[config.mk]
export PLATFORM = sky130hd
export DESIGN_NAME = pipe_hazard_ctrl
export DESIGN_NICKNAME = d
export VERILOG_FILES = /design/src/rtl/pipe_hazard_ctrl.sv
export SDC_FILE = /design/constraint.sdc
export NUM_CORES = 1
export LEC_CHECK = 0
export ABC_CLOCK_PERIOD_IN_PS = 3260
export CAP_MARGIN = 5
export CORE_AREA = 2 2 66 68
export CTS_CLUSTER_SIZE = 30
export DETAILED_ROUTE_END_ITERATION = 12
export DIE_AREA = 0 0 68 70
export GPL_TIMING_DRIVEN = 0
export HOLD_SLACK_MARGIN = 0.1
export PLACE_DENSITY = 0.91
export SYNTH_ARGS = -nofsm -noshare
export SYNTH_HDL_FRONTEND = slang
export SYNTH_SLANG_ARGS = --single-unit
[constraint.sdc]
create_clock -name clk -period 3.26 [get_ports clk]
set_input_delay 0.652 -clock clk [delete_from_list [all_inputs] [get_ports clk]]
set_output_delay 0.652 -clock clk [all_outputs]
set_load 0.02 [all_outputs]
[src/rtl/pipe_hazard_ctrl.sv]
`default_nettype none
// ============================================================================
// Module      : pipe_hazard_ctrl
// Description : Pipeline hazard/flush control with a multi-cycle data-memory
//               freeze FSM. Define PIPE_PERF_CNT_EN to enable the saturating
//               stall/flush/wait performance counters.
// Revision    : 1.0 - initial release
// ============================================================================
module pipe_hazard_ctrl #(
    parameter int MEM_LAT = 6
) (
    input  logic        clk,
    input  logic        rst,
    input  logic [3:0]  src1,
    input  logic [3:0]  src2,
    input  logic        two_src,
    input  logic        id_valid,
    input  logic        exe_wb_en,
    input  logic [3:0]  exe_dest,
    input  logic        exe_b,
    input  logic        mem_wb_en,
    input  logic [3:0]  mem_dest,
    input  logic        mem_r_en,
    input  logic        mem_w_en,
    output logic        hazard,
    output logic        flush,
    output logic        freeze,
    output logic        mem_ready,
    output logic [31:0] stall_cnt,
    output logic [31:0] flush_cnt,
    output logic [31:0] wait_cnt
);

    localparam logic [3:0] c_LAT_LOAD = 4'(MEM_LAT - 2);

    typedef enum logic [1:0] {
        ST_IDLE = 2'd0,
        ST_WAIT = 2'd1,
        ST_DONE = 2'd2
    } state_t;

    state_t     r_state;
    logic [3:0] r_cnt;
    logic       w_mem_req;
    logic       w_raw1;
    logic       w_raw2;
    logic       w_raw;

    assign w_mem_req = mem_r_en | mem_w_en;

    assign w_raw1 = id_valid & ((exe_wb_en & (exe_dest == src1)) |
                                (mem_wb_en & (mem_dest == src1)));
    assign w_raw2 = two_src  & ((exe_wb_en & (exe_dest == src2)) |
                                (mem_wb_en & (mem_dest == src2)));
    assign w_raw  = w_raw1 | w_raw2;

    assign freeze    = ((r_state == ST_IDLE) & w_mem_req) | (r_state == ST_WAIT);
    assign mem_ready = (r_state == ST_DONE);
    assign hazard    = w_raw & ~exe_b & ~freeze;
    // A branch parked in EXE during a freeze is released once the freeze ends.
    assign flush     = exe_b & ~freeze;

    // The counter holds the WAIT cycles still to run, so the access is frozen
    // for the IDLE request cycle plus MEM_LAT-2 WAIT cycles.
    always_ff @(posedge clk) begin
        if (rst) begin
            r_state <= ST_IDLE;
            r_cnt   <= 4'd0;
        end else begin
            case (r_state)
                ST_IDLE: begin
                    if (w_mem_req) begin
                        r_cnt   <= c_LAT_LOAD;
                        r_state <= ST_WAIT;
                    end
                end
                ST_WAIT: begin
                    if (r_cnt <= 4'd1) begin
                        r_cnt   <= 4'd0;
                        r_state <= ST_DONE;
                    end else begin
                        r_cnt <= r_cnt - 4'd1;
                    end
                end
                ST_DONE: begin
                    r_state <= ST_IDLE;
                end
                default: begin
                    r_state <= ST_IDLE;
                    r_cnt   <= 4'd0;
                end
            endcase
        end
    end

`ifdef PIPE_PERF_CNT_EN
    logic [31:0] r_stall_cnt;
    logic [31:0] r_flush_cnt;
    logic [31:0] r_wait_cnt;

    // Counters stick at all-ones rather than wrapping.
    always_ff @(posedge clk) begin
        if (rst) begin
            r_stall_cnt <= 32'd0;
            r_flush_cnt <= 32'd0;
            r_wait_cnt  <= 32'd0;
        end else begin
            if (hazard && (r_stall_cnt != 32'hFFFF_FFFF))
                r_stall_cnt <= r_stall_cnt + 32'd1;
            if (flush && (r_flush_cnt != 32'hFFFF_FFFF))
                r_flush_cnt <= r_flush_cnt + 32'd1;
            if (freeze && (r_wait_cnt != 32'hFFFF_FFFF))
                r_wait_cnt <= r_wait_cnt + 32'd1;
        end
    end

    assign stall_cnt = r_stall_cnt;
    assign flush_cnt = r_flush_cnt;
    assign wait_cnt  = r_wait_cnt;
`else
    assign stall_cnt = 32'd0;
    assign flush_cnt = 32'd0;
    assign wait_cnt  = 32'd0;
`endif

endmodule
`default_nettype wire

==> flow_metrics.py <==
metrics = {
    "outcome": {
        "status": "finished, final reports clean",
    },
    "hold_path": {
        "holdPathStages": 1,
        "hold_start": "r_state[1]$_SDFFE_PP0P_",
        "holdPathEnd": "r_state[1]$_SDFFE_PP0P_",
        "hp-class": "reg -> reg",
    },
    "placement": {
        "io_buffers": 28,
        "place_area_um2": 1950,
        "gp_congestion": 0.720,
        "place_inst": 340,
        "pre_cts_ws_ns": 0.0695,
        "hpwl_um": 2300,
    },
    "global_routing": {
        "grt_max_degree": 10,
        "antenna_found_initial": 0,
        "grt_first_pass_wirelength_um": 3740,
        "first_global_vias": 943,
        "grt.total_usage": 0.0977,
        "overflow": 0,
    },
    "detailed_routing": {
        "drc": 0,
        "wirelength_um": 2400,
        "viasPerCell": 3.24,
        "antenna_left": 0,
        "drt_pre_antenna_iters": 4,
        "drt-initial-drc-count": 28,
        "vias": 1111,
        "avgRoutedWirePerCell_um": 6.99,
    },
    "final_layout": {
        "drive_gt1_frac": 0.354,
        "utilization": 0.482,
        "synthToLayoutAreaGrowth_pct": 59.5,
        "finalNetCount": 320,
        "instances_no_fill": 343,
        "stdcell_area_um2": 2000,
        "antenna_cells": 0,
        "layout_common_cells": "96 x buf_4, 96 x conb_1, 27 x clkdlybuf4s50_1",
    },
    "power": {
        "switchingPower_uw": 214,
        "vdd_ir_drop_max_mv": 0.0986,
        "leakagePower_nw": 1.18,
        "p_int_uw": 308,
        "clock_power_share": 0.209,
        "sw_frac_of_total": 0.410,
        "p_seq_frac": 0.179,
        "power_uw": 521,
        "p_per_area_nw_per_um2": 261,
        "power_frac_comb": 0.611,
    },
    "setup_path": {
        "arrival_ns": 2.17,
        "cp-end-kind": "output pin",
        "rrSetupSlack_ns": 1.73,
        "r2r_cells": 6,
        "cp_slowest_cell": "clkdlybuf4s50_1",
        "setup.worst_path.start": "mem_w_en",
        "critPathTopFamily": "buffers and inverters",
        "cp_common_cell": "clkdlybuf4s50_1",
        "crit_type": "in -> out",
        "r2r_end": "r_cnt[3]$_SDFFE_PP0P_",
        "r2r-start": "r_cnt[0]$_SDFFE_PP0P_",
        "cp_max_fo": 3,
        "worstPathRequired_ns": 2.61,
        "crit_chain": "clkdlybuf4s50_1 > nor3_1 > nor2_1 > nor2b_1 > clkdlybuf4s50_1",
        "critPathMaxStageDelay_ns": 0.61,
        "cp_num_buf_inv": 2,
        "critPathLaunchType": "input port",
    },
    "logic_synthesis": {
        "ys_ff_latch": 6,
        "avgSynthCellArea_um2": 7.59,
        "synth_largest_area_cell": "buf_4",
        "yosysWarningCount": 0,
        "seq_area_frac_synth": 0.0959,
        "syn_inst": 165,
        "synth_top_area_share": 0.575,
        "syn_area_um2": 1250,
        "synth_area_leaders": "buf_4 58%, dfxtp_1 9.6%, xor2_1 8.4%",
        "synthDistinctLibCells": 24,
    },
    "die": {
        "die_w_um": 68,
        "rows": 24,
        "start_util": 0.302,
        "dieArea_um2": 4760,
        "coreArea_um2": 4140,
        "chipHeight_um": 70,
        "ios": 125,
    },
    "clock_network": {
        "cts_tree": "yes",
        "cts_setup_buffers": 0,
        "htree_levels": 1,
        "clock-root-buffer": "clkbuf_8",
        "clockBufferDepth": 2,
        "cts_buffers": 3,
        "clkTransAtPathRegs_ns": 0.04,
        "cts.sinks": 6,
        "clk_latency_ns": 0.22,
    },
    "sta": {
        "min_period_ns": 2.82,
        "min_period_over_period": 0.866,
        "hold_violations": 0,
        "rsz0062_at_grt": "false",
        "hold_ws_ns": 0.529,
        "setup_tns_ns": 0,
        "setup-violations-final": 0,
        "setup_slack_ns": 0.437,
        "slew_violations": 0,
        "fin_skew_ns": 0.00143,
        "timing.fmax_ghz": 0.354,
    },
    "flow_run": {
        "cap_viol_max_count": 0,
    },
}
-- cell type report --
class | instances | area (um^2)
buffer | 97 | 732
tap | 52 | 65.1
clock buffer | 3 | 41.3
sequential | 6 | 120
multi-input combinational | 154 | 746
timing repair buffer | 28 | 283
fill | 421 | 2150
inverter | 3 | 11.3
-- worst max path at each step --
stage	end	slack, ns	cells after the start
after floorplan	hazard	1.06	4
after global placement	hazard	0.08	6
after detailed placement	hazard	0.07	7
after CTS	hazard	0.06	6
after global routing	hazard	0.32	7
final	flush	0.44	5
-- flip-flops by register name, indices dropped and copies added (netlist names) --
name     count
r_state      2
r_cnt        4
-- cells in the mapped netlist (all sizes together) --
master and count:
a2111oi 1, a211oi 1, a21oi 3, a22oi 1
buf 97, clkinv 1, conb 1, dfxtp 6
ha 2, inv 2, nand2 5, nand4b 1
nor2 12, nor2b 1, nor3 4, nor4 4
o21ai 5, o311ai 1, or3b 1, xnor2 4
xor2 12
-- power groups by stage --
stage,Clock (mW),Combinational [mW],Sequential (mW)
finish,0.109,0.319,0.0934
global route,0.116,0.346,0.0945
CTS,0.112,0.315,0.0932
detailed placement,0,0.314,0.0944
global placement,0,0.309,0.0936
floorplan,0,0.255,0.0924
-- metal layers --
layer / wire length (um) / up-vias / share of wire / track usage
met5: 0 / - / 0 / 0
met4: 21 / 0 / 0.0088 / 0.0333
met3: 372 / 2 / 0.16 / 0.0193
met2: 1370 / 82 / 0.57 / 0.209
met1: 634 / 442 / 0.26 / 0.0799
li1: - / 585 / - / -
-- logic make-up after synthesis --
family / share of synthesized area
AO/OA/AOI/OAI: 0.0679
XOR/XNOR: 0.112
adder cells (fa/ha/maj): 0.0200
buffers and inverters: 0.593
flip-flops: 0.0959
other: 0.00299
AND/OR/NAND/NOR: 0.108
-- worst reg2reg max path: cells and delay by family, from the launching register on --
kind / cells / cell delay (ns)
and+or+nand+nor: 2 / 0.51
buffers and inverters: 1 / 0.06
AOI/OAI and AO/OA: 2 / 0.27
adders and majority gates: 1 / 0.23
DFF: 1 / 0.38
-- repair_timing --
action                                  4_1_cts  5_1_grt
endpoints found under the setup margin        0        1
hold buffers                                  0        0
resized for setup                             0        1
Note: power is estimated with default switching activity, not from simulation.
